$ cat src/rtl/debounce_pkg.sv
`default_nettype none
// ============================================================================
//  Module      : debounce_pkg
//  Description : Shared definitions for the multi-channel debouncer.
//                - per-channel state encoding (IDLE, PRESS_WAIT, HELD,
//                  REL_WAIT)
//                - default timing constants for a 100 MHz clock
//                - reduced timing constants for simulation
//  Revision    : 1.0 - initial release
// ============================================================================
package debounce_pkg;

    typedef enum logic [1:0] {
        IDLE       = 2'd0,
        PRESS_WAIT = 2'd1,
        HELD       = 2'd2,
        REL_WAIT   = 2'd3
    } db_state_t;

    // 100 MHz defaults: 50 ms filter, 500 ms hold, 100 ms repeat
    localparam int DEF_N_CH          = 4;
    localparam int DEF_STABLE_CYCLES = 5_000_000;
    localparam int DEF_CNT_W         = 23;
    localparam int DEF_HOLD_CYCLES   = 50_000_000;
    localparam int DEF_REPEAT_CYCLES = 10_000_000;

    // Short timings so simulations finish quickly
    localparam int SIM_STABLE_CYCLES = 4;
    localparam int SIM_HOLD_CYCLES   = 16;
    localparam int SIM_REPEAT_CYCLES = 8;

    // True when a CNT_W-bit counter can hold the value n without wrapping
    function automatic bit fits_cnt_w(input int cnt_w, input int n);
        return (64'd1 << cnt_w) > 64'(n);
    endfunction

endpackage : debounce_pkg
`default_nettype wire

$ cat src/rtl/debounce_channel.sv
`default_nettype none
// ============================================================================
//  Module      : debounce_channel
//  Description : One debouncer channel: 2-flop synchroniser, stability
//                filter FSM and counter, registered level and strobes.
//                Optional auto-repeat when MULTI_DEBOUNCER_AUTOREPEAT_EN is
//                defined.
//  Ports       : clk    in  system clock
//                rst    in  synchronous active-high reset
//                button in  raw asynchronous button (1 = pressed)
//                clean  out debounced level
//                rise   out 1-cycle strobe on accepted press / auto-repeat
//                fall   out 1-cycle strobe on accepted release
//  Revision    : 1.0 - initial release
// ============================================================================
module debounce_channel
    import debounce_pkg::*;
#(
    parameter int CNT_W         = DEF_CNT_W,
    parameter int STABLE_CYCLES = DEF_STABLE_CYCLES
`ifdef MULTI_DEBOUNCER_AUTOREPEAT_EN
    ,
    parameter int HOLD_CYCLES   = DEF_HOLD_CYCLES,
    parameter int REPEAT_CYCLES = DEF_REPEAT_CYCLES
`endif
) (
    input  logic clk,
    input  logic rst,
    input  logic button,
    output logic clean,
    output logic rise,
    output logic fall
);

    localparam logic [CNT_W-1:0] STABLE_LAST = CNT_W'(STABLE_CYCLES - 1);

    logic             sync_a;
    logic             sync_b;   // synchronised sample, the only input the FSM sees
    db_state_t        state;
    logic [CNT_W-1:0] cnt;

`ifdef MULTI_DEBOUNCER_AUTOREPEAT_EN
    localparam logic [CNT_W-1:0] HOLD_LAST   = CNT_W'(HOLD_CYCLES - 1);
    localparam logic [CNT_W-1:0] REPEAT_LAST = CNT_W'(REPEAT_CYCLES - 1);

    logic [CNT_W-1:0] rpt_cnt;
    logic             rpt_phase;  // 0: waiting for first repeat, 1: repeating
`endif

    always_ff @(posedge clk) begin
        if (rst) begin
            sync_a    <= 1'b0;
            sync_b    <= 1'b0;
            state     <= IDLE;
            cnt       <= '0;
            clean     <= 1'b0;
            rise      <= 1'b0;
            fall      <= 1'b0;
`ifdef MULTI_DEBOUNCER_AUTOREPEAT_EN
            rpt_cnt   <= '0;
            rpt_phase <= 1'b0;
`endif
        end else begin
            sync_a <= button;
            sync_b <= sync_a;
            rise   <= 1'b0;
            fall   <= 1'b0;

            case (state)
                IDLE: begin
                    // The transition edge itself does not count toward the filter
                    if (sync_b) begin
                        state <= PRESS_WAIT;
                        cnt   <= '0;
                    end
                end

                PRESS_WAIT: begin
                    if (!sync_b) begin
                        state <= IDLE;
                        cnt   <= '0;
                    end else if (cnt == STABLE_LAST) begin
                        state     <= HELD;
                        clean     <= 1'b1;
                        rise      <= 1'b1;
                        cnt       <= '0;
`ifdef MULTI_DEBOUNCER_AUTOREPEAT_EN
                        rpt_cnt   <= '0;
                        rpt_phase <= 1'b0;
`endif
                    end else begin
                        cnt <= cnt + CNT_W'(1);
                    end
                end

                HELD: begin
                    if (!sync_b) begin
                        // Repeat counter is left untouched: a bounce back to
                        // HELD resumes where it stopped
                        state <= REL_WAIT;
                        cnt   <= '0;
                    end
`ifdef MULTI_DEBOUNCER_AUTOREPEAT_EN
                    else if (!rpt_phase) begin
                        if (rpt_cnt == HOLD_LAST) begin
                            rise      <= 1'b1;
                            rpt_cnt   <= '0;
                            rpt_phase <= 1'b1;
                        end else begin
                            rpt_cnt <= rpt_cnt + CNT_W'(1);
                        end
                    end else begin
                        if (rpt_cnt == REPEAT_LAST) begin
                            rise    <= 1'b1;
                            rpt_cnt <= '0;
                        end else begin
                            rpt_cnt <= rpt_cnt + CNT_W'(1);
                        end
                    end
`endif
                end

                REL_WAIT: begin
                    if (sync_b) begin
                        state <= HELD;
                        cnt   <= '0;
                    end else if (cnt == STABLE_LAST) begin
                        state     <= IDLE;
                        clean     <= 1'b0;
                        fall      <= 1'b1;
                        cnt       <= '0;
`ifdef MULTI_DEBOUNCER_AUTOREPEAT_EN
                        rpt_cnt   <= '0;
                        rpt_phase <= 1'b0;
`endif
                    end else begin
                        cnt <= cnt + CNT_W'(1);
                    end
                end

                default: begin
                    state <= IDLE;
                    cnt   <= '0;
                end
            endcase
        end
    end

endmodule : debounce_channel
`default_nettype wire

$ cat src/rtl/multi_debouncer.sv
`default_nettype none
// ============================================================================
//  Module      : multi_debouncer
//  Description : N-channel push-button debouncer. Each channel is an
//                independent debounce_channel producing a clean level and
//                single-cycle press/release strobes.
//                Optional feature macro: MULTI_DEBOUNCER_AUTOREPEAT_EN
//                (auto-repeat rise strobes while a button stays held). When
//                enabling it with the 100 MHz defaults, raise CNT_W so that
//                HOLD_CYCLES and REPEAT_CYCLES fit (e.g. CNT_W = 26).
//  Ports       : clk    in  system clock
//                rst    in  synchronous active-high reset
//                button in  [N_CH] raw asynchronous buttons (1 = pressed)
//                clean  out [N_CH] debounced levels
//                rise   out [N_CH] press / auto-repeat strobes
//                fall   out [N_CH] release strobes
//  Revision    : 1.0 - initial release
// ============================================================================
module multi_debouncer
    import debounce_pkg::*;
#(
    parameter int N_CH          = DEF_N_CH,
    parameter int STABLE_CYCLES = DEF_STABLE_CYCLES,
    parameter int CNT_W         = DEF_CNT_W,
    parameter int HOLD_CYCLES   = DEF_HOLD_CYCLES,
    parameter int REPEAT_CYCLES = DEF_REPEAT_CYCLES
) (
    input  logic            clk,
    input  logic            rst,
    input  logic [N_CH-1:0] button,
    output logic [N_CH-1:0] clean,
    output logic [N_CH-1:0] rise,
    output logic [N_CH-1:0] fall
);

    // Elaboration-time sanity checks on the timing parameters
    if (STABLE_CYCLES < 1 || HOLD_CYCLES < 1 || REPEAT_CYCLES < 1) begin : g_bad_timing
        $error("multi_debouncer: timing parameters must be at least 1");
    end

    if (!fits_cnt_w(CNT_W, STABLE_CYCLES)) begin : g_bad_cnt_w_stable
        $error("multi_debouncer: CNT_W too small for STABLE_CYCLES");
    end

`ifdef MULTI_DEBOUNCER_AUTOREPEAT_EN
    if (!fits_cnt_w(CNT_W, HOLD_CYCLES) || !fits_cnt_w(CNT_W, REPEAT_CYCLES)) begin : g_bad_cnt_w_repeat
        $error("multi_debouncer: CNT_W too small for HOLD_CYCLES/REPEAT_CYCLES");
    end
`endif

    for (genvar ch = 0; ch < N_CH; ch++) begin : g_ch
        debounce_channel #(
            .CNT_W         (CNT_W),
            .STABLE_CYCLES (STABLE_CYCLES)
`ifdef MULTI_DEBOUNCER_AUTOREPEAT_EN
            ,
            .HOLD_CYCLES   (HOLD_CYCLES),
            .REPEAT_CYCLES (REPEAT_CYCLES)
`endif
        ) u_channel (
            .clk    (clk),
            .rst    (rst),
            .button (button[ch]),
            .clean  (clean[ch]),
            .rise   (rise[ch]),
            .fall   (fall[ch])
        );
    end

endmodule : multi_debouncer
`default_nettype wire

$ cat config.mk
export PLATFORM = sky130hd
export DESIGN_NAME = multi_debouncer
export DESIGN_NICKNAME = d
export VERILOG_FILES = /design/src/rtl/debounce_pkg.sv /design/src/rtl/debounce_channel.sv /design/src/rtl/multi_debouncer.sv
export SDC_FILE = /design/constraint.sdc
export NUM_CORES = 1
export LEC_CHECK = 0
export ABC_AREA = 1
export CAP_MARGIN = 15
export CORE_MARGIN = 4
export CORE_UTILIZATION = 63
export CTS_CLUSTER_DIAMETER = 60
export DETAILED_ROUTE_END_ITERATION = 16
export HOLD_SLACK_MARGIN = 0.15
export PLACE_DENSITY = 0.84
export SLEW_MARGIN = 20
export SYNTH_ARGS = -nofsm -noshare
export SYNTH_HDL_FRONTEND = slang
export SYNTH_SLANG_ARGS = --single-unit
$ cat constraint.sdc
create_clock -name clk -period 1.8 [get_ports clk]
set_clock_uncertainty 0.1 [all_clocks]
set_input_delay 0.36 -clock clk [delete_from_list [all_inputs] [get_ports clk]]
set_output_delay 0.36 -clock clk [all_outputs]
set_load 0.05 [all_outputs]
==> impl_metrics.prom, run 1 <==
# TYPE chip_impl_metric gauge
chip_impl_info{name="outcome",value="completed"} 1
chip_impl_metric{name="worstPathMaxFanout",unit=""} 16
chip_impl_metric{name="ant_nets",unit=""} 0
chip_impl_metric{name="timing.final.hold_violations",unit=""} 0
chip_impl_metric{name="timing.critical_path.arrival",unit="ns"} 2.04
chip_impl_info{name="timing.hold.worst.class",value="primary input to flip-flop"} 1
chip_impl_metric{name="timing.hold.ws",unit="ns"} 0.233
chip_impl_metric{name="synthesis.area_per_instance",unit="um^2"} 6.19
chip_impl_metric{name="grt_pass1_wl",unit="um"} 28600
chip_impl_metric{name="worstHoldPathCells",unit=""} 3
chip_impl_metric{name="ys_warn_count",unit=""} 0
chip_impl_metric{name="finalWirelength",unit="um"} 17400
chip_impl_metric{name="detail_route.drc_violations",unit=""} 0
chip_impl_info{name="most_prevalent_standard_cell_on_the_critical_path",value="sky130_fd_sc_hd__nor2_4"} 1
chip_impl_metric{name="maximum_number_of_pins_on_one_net_before_global_route_repair",unit=""} 34
chip_impl_metric{name="total_power",unit="mW"} 6.19
chip_impl_metric{name="gp_congestion",unit=""} 0.890
chip_impl_info{name="yosys-top-cells-area",value="sky130_fd_sc_hd__dfxtp_1, sky130_fd_sc_hd__nand2_1, sky130_fd_sc_hd__nand3_1, sky130_fd_sc_hd__nor2_1, sky130_fd_sc_hd__inv_1"} 1
chip_impl_info{name="cts_tree",value="built"} 1
chip_impl_metric{name="met1_length",unit="um"} 7730
chip_impl_metric{name="cts-root-to-sink-buffers",unit=""} 2
chip_impl_metric{name="max_clock_freq",unit="MHz"} 582
chip_impl_metric{name="worst_ep_required_time",unit="ns"} 2.13
chip_impl_metric{name="detailedPlace.worstSlack",unit="ns"} 0.0221
chip_impl_info{name="timing.critical_path.slowest_stage_cell",value="sky130_fd_sc_hd__dfxtp_2"} 1
chip_impl_info{name="synth.largest_area_cell",value="sky130_fd_sc_hd__dfxtp_1"} 1
chip_impl_info{name="critical_path.endpoint_type",value="flip-flop"} 1
chip_impl_metric{name="drt_pre_antenna_iters",unit=""} 5
chip_impl_info{name="worst_r2r_startpoint",value="g_ch[3].u_channel.cnt[0]"} 1
chip_impl_info{name="hp-start",value="button[3]"} 1
chip_impl_info{name="critPathKind",value="flip-flop to flip-flop"} 1
chip_impl_metric{name="synth-seq-cells",unit=""} 120
chip_impl_metric{name="starting_density_of_the_core",unit=""} 0.649
chip_impl_metric{name="antenna_found_initial",unit=""} 0
chip_impl_metric{name="yosys.area.top_type_share",unit=""} 0.340
chip_impl_metric{name="critical_path.n_buffers_inverters",unit=""} 1
chip_impl_metric{name="finalCriticalPeriod",unit="ns"} 1.72
chip_impl_metric{name="cts_inserted_buffers",unit=""} 17
chip_impl_metric{name="die_x",unit="um"} 114
chip_impl_metric{name="vias_per_cell",unit=""} 5.47
chip_impl_metric{name="max-cap-violations",unit=""} 0
chip_impl_metric{name="std_cell_rows",unit=""} 38
chip_impl_metric{name="ioPinCount",unit=""} 18
chip_impl_metric{name="track_usage",unit=""} 0.268
chip_impl_metric{name="area_of_the_die",unit="mm^2"} 0.0130
chip_impl_metric{name="io_buffer_count",unit=""} 17
chip_impl_metric{name="seqCellArea",unit="mm^2"} 0.00241
chip_impl_metric{name="period_share",unit=""} 0.954
chip_impl_metric{name="finalWorstSetupSlack",unit="ns"} 0.0824
chip_impl_metric{name="clock_sinks",unit=""} 120
chip_impl_metric{name="synthArstFlopShare",unit=""} 0
chip_impl_metric{name="wl_met2",unit="um"} 8300
chip_impl_metric{name="leakage",unit="nW"} 3.08
chip_impl_metric{name="irDropWorstVdd",unit="mV"} 0.797
chip_impl_metric{name="number_of_synthesized_flops_with_an_enable_pin",unit=""} 0
chip_impl_metric{name="ys_types",unit=""} 39
chip_impl_metric{name="final-setup-viol-count",unit=""} 0
chip_impl_metric{name="total_vias_in_the_final_route",unit=""} 7280
chip_impl_metric{name="reg2reg_depth",unit=""} 9
chip_impl_metric{name="power.density",unit="mW/mm^2"} 757
chip_impl_metric{name="floorplan.core_area",unit="mm^2"} 0.0109
chip_impl_metric{name="nFillCells",unit=""} 893
chip_impl_metric{name="final_nets",unit=""} 1187
chip_impl_metric{name="chipHeight",unit="um"} 114
chip_impl_metric{name="signed_area_change_from_the_synthesized_netlist_to_the_final_layout",unit="%"} 15.7
chip_impl_metric{name="clk_pin_slew_worst_paths",unit="ns"} 0.06
chip_impl_metric{name="clk-insertion-delay-late",unit="ns"} 0.54
chip_impl_metric{name="final_layout_size_suffix_gt1_frac",unit=""} 0.128
chip_impl_info{name="critical-path-top-delay-family",value="simple AND/OR/NAND/NOR gates"} 1
chip_impl_metric{name="final_core_utilization",unit=""} 0.751
chip_impl_metric{name="routed-wl-met3",unit="um"} 983
chip_impl_metric{name="cpPeakStageDelay",unit="ns"} 0.36
chip_impl_info{name="dr.max_layer_used",value="met4"} 1
chip_impl_metric{name="post-dp-hpwl",unit="um"} 11300
chip_impl_metric{name="syn-num-nets",unit=""} 1152
chip_impl_metric{name="grt_pass1_vias",unit=""} 6470
chip_impl_metric{name="slew_violations",unit=""} 0
chip_impl_info{name="dominantRegCellSynth",value="sky130_fd_sc_hd__dfxtp_1"} 1
chip_impl_info{name="regToRegEndpoint",value="g_ch[3].u_channel.cnt[6]"} 1
chip_impl_metric{name="htreeDepth",unit=""} 4
chip_impl_info{name="worst_setup_path_start_kind",value="flip-flop"} 1
chip_impl_info{name="clock-root-buffer",value="sky130_fd_sc_hd__clkbuf_8"} 1
chip_impl_metric{name="relSlewSlack",unit=""} 0.719
chip_impl_metric{name="multi_input_comb_area",unit="mm^2"} 0.00402
chip_impl_metric{name="netlist_area_pre_place",unit="mm^2"} 0.00707
chip_impl_metric{name="synth.yosys.seq_area_share",unit=""} 0.340
chip_impl_metric{name="wire_per_inst",unit="um"} 13.1
chip_impl_info{name="worstPathCellList",value="ha_4, nand3_1, nor2_4, nand3_1, nor2_4, nor2_4, buf_12, o21ai_0, a21oi_1"} 1
chip_impl_metric{name="worst_pin_slew",unit="ns"} 0.421
chip_impl_metric{name="first_iter_violations",unit=""} 647
chip_impl_info{name="hold-path-endpoint",value="g_ch[3].u_channel.sync_a"} 1
chip_impl_metric{name="r2r_setup_slack",unit="ns"} 0.08
chip_impl_metric{name="grt_overflow",unit=""} 0
chip_impl_metric{name="n_antenna_cell",unit=""} 0
chip_impl_metric{name="postSynthCellCount",unit=""} 1142
==> stage by stage <==
step / std cells / setup TNS (ns) / area (um^2)
global placement: 1287 / 0 / 7350
floorplan: 1142 / 0 / 7070
CTS: 1320 / 0 / 7940
finish: 1330 / 0 / 8170
detailed placement: 1287 / 0 / 7350
global route: 1330 / -0.449 / 8170
==> cells in the mapped netlist, types with 4 or more instances <==
library cell                 n
sky130_fd_sc_hd__nand2_2     7
sky130_fd_sc_hd__buf_2      12
sky130_fd_sc_hd__a21o_1      4
sky130_fd_sc_hd__dfxtp_1   120
sky130_fd_sc_hd__inv_2       6
sky130_fd_sc_hd__nor3_1     11
sky130_fd_sc_hd__ha_1        4
sky130_fd_sc_hd__a21oi_1    83
sky130_fd_sc_hd__o21ai_0    57
sky130_fd_sc_hd__buf_4      12
sky130_fd_sc_hd__nand3_1   111
sky130_fd_sc_hd__inv_1     136
sky130_fd_sc_hd__nand4_1    21
sky130_fd_sc_hd__nor2_2     16
sky130_fd_sc_hd__xnor2_1     4
sky130_fd_sc_hd__buf_6       4
sky130_fd_sc_hd__o21bai_1   10
sky130_fd_sc_hd__clkbuf_1    9
sky130_fd_sc_hd__or2_2       4
sky130_fd_sc_hd__nor2_4      8
sky130_fd_sc_hd__nor2_1    137
sky130_fd_sc_hd__nand2_1   336
==> worst min-delay path, delay by kind of cell <==
kind	cells	cell delay (ns)
buffers and inverters	2	0.44
and+or+nand+nor	1	0.03
==> worst max path at each step <==
stage | from | cells after the start | endpoint | slack [ns]
2_1_floorplan | g_ch[1].u_channel.cnt[1] | 9 | g_ch[1].u_channel.cnt[19] | 0.16
3_3_place_gp | g_ch[2].u_channel.cnt[0] | 10 | g_ch[2].u_channel.cnt[16] | 0.07
3_5_place_dp | g_ch[1].u_channel.cnt[1] | 10 | g_ch[1].u_channel.cnt[14] | 0.02
4_1_cts | g_ch[1].u_channel.cnt[1] | 8 | g_ch[1].u_channel.cnt[22] | 0.01
5_1_grt | g_ch[3].u_channel.cnt[0] | 9 | g_ch[3].u_channel.cnt[6] | -0.05
6_report | g_ch[3].u_channel.cnt[0] | 9 | g_ch[3].u_channel.cnt[6] | 0.08
==> cells in the final DEF, fill, tap and decap left out, types with 7 or more instances in the layout <==
cell type and n:
sky130_fd_sc_hd__o21ai_0 57, sky130_fd_sc_hd__nand4_1 21, sky130_fd_sc_hd__nor2_4 19, sky130_fd_sc_hd__dfxtp_2 7, sky130_fd_sc_hd__dfxtp_1 113, sky130_fd_sc_hd__a21oi_1 83, sky130_fd_sc_hd__nor3_1 11, sky130_fd_sc_hd__inv_1 134
sky130_fd_sc_hd__buf_4 45, sky130_fd_sc_hd__nand3_1 110, sky130_fd_sc_hd__nor2_1 129, sky130_fd_sc_hd__clkbuf_16 16, sky130_fd_sc_hd__nor2_2 16, sky130_fd_sc_hd__nand2_2 8, sky130_fd_sc_hd__o21bai_1 10, sky130_fd_sc_hd__nand2_1 334
==> routing by layer <==
| layer | up-vias | track usage |
|---|---|---|
| li1 | 3707 | - |
| met1 | 3315 | 0.339 |
| met2 | 220 | 0.444 |
| met3 | 38 | 0.0637 |
| met4 | 0 | 0.0982 |
| met5 | - | 0 |
==> report_power, final <==
part	internal, mW	switching, mW	total (mW)
registers	2.67	0.0135	2.69
clock network	2.04	1.24	3.28
logic	0.0662	0.156	0.222
==> repair_timing <==
item,in CTS,in global routing
setup buffers,0,7
endpoints found under the hold margin,1,0
resized for setup,0,39
hold buffers,1,0
setup endpoints to repair,0,95
==> kinds of logic after synthesis <==
kind of cell	Yosys count	synth area share
AOI/OAI and AO/OA	165	0.125
xor gates and xnor gates	7	0.00868
adders and majority gates	4	0.00708
buffers and inverters	184	0.112
DFF	120	0.340
and+or+nand+nor	662	0.407
==> area by class of cell <==
cell class / instances / area share
well taps: 140 / 0.0214
repair buffers: 55 / 0.0563
multi-input cells: 841 / 0.492
flip-flops and latches: 120 / 0.295
clock buffers: 21 / 0.0550
inverters: 142 / 0.0654
clock inverters: 11 / 0.0152
==> sequential cells by signal, indices dropped and copies added (netlist names), named ones only <==
signal / cells
g_ch.u_channel.sync_a: 4
g_ch.u_channel.clean: 4
g_ch.u_channel.cnt: 92
g_ch.u_channel.sync_b: 4
g_ch.u_channel.fall: 4
g_ch.u_channel.rise: 4
g_ch.u_channel.state: 4
Power figures use the tool's default switching activity.
==> run 2: changes to the inputs <==
--- a/config.mk
+++ b/config.mk
@@ -6,11 +6,13 @@
 export NUM_CORES = 1
 export LEC_CHECK = 0
 export ABC_AREA = 1
+export ABC_CLOCK_PERIOD_IN_PS = 1800
 export CAP_MARGIN = 15
 export CORE_MARGIN = 4
 export CORE_UTILIZATION = 63
 export CTS_CLUSTER_DIAMETER = 60
 export DETAILED_ROUTE_END_ITERATION = 16
+export GPL_ROUTABILITY_DRIVEN = 0
 export HOLD_SLACK_MARGIN = 0.15
 export PLACE_DENSITY = 0.84
 export SLEW_MARGIN = 20
==> results of run 2 <==
The final DEF is identical to that of run 1; final timing and power are the same.
==> run 3: changes to the inputs <==
--- a/config.mk
+++ b/config.mk
@@ -7,7 +7,6 @@
 export LEC_CHECK = 0
 export ABC_AREA = 1
 export ABC_CLOCK_PERIOD_IN_PS = 1800
-export CAP_MARGIN = 15
 export CORE_MARGIN = 4
 export CORE_UTILIZATION = 63
 export CTS_CLUSTER_DIAMETER = 60
==> results of run 3 <==
The final DEF is identical to that of run 1; final timing and power are the same.
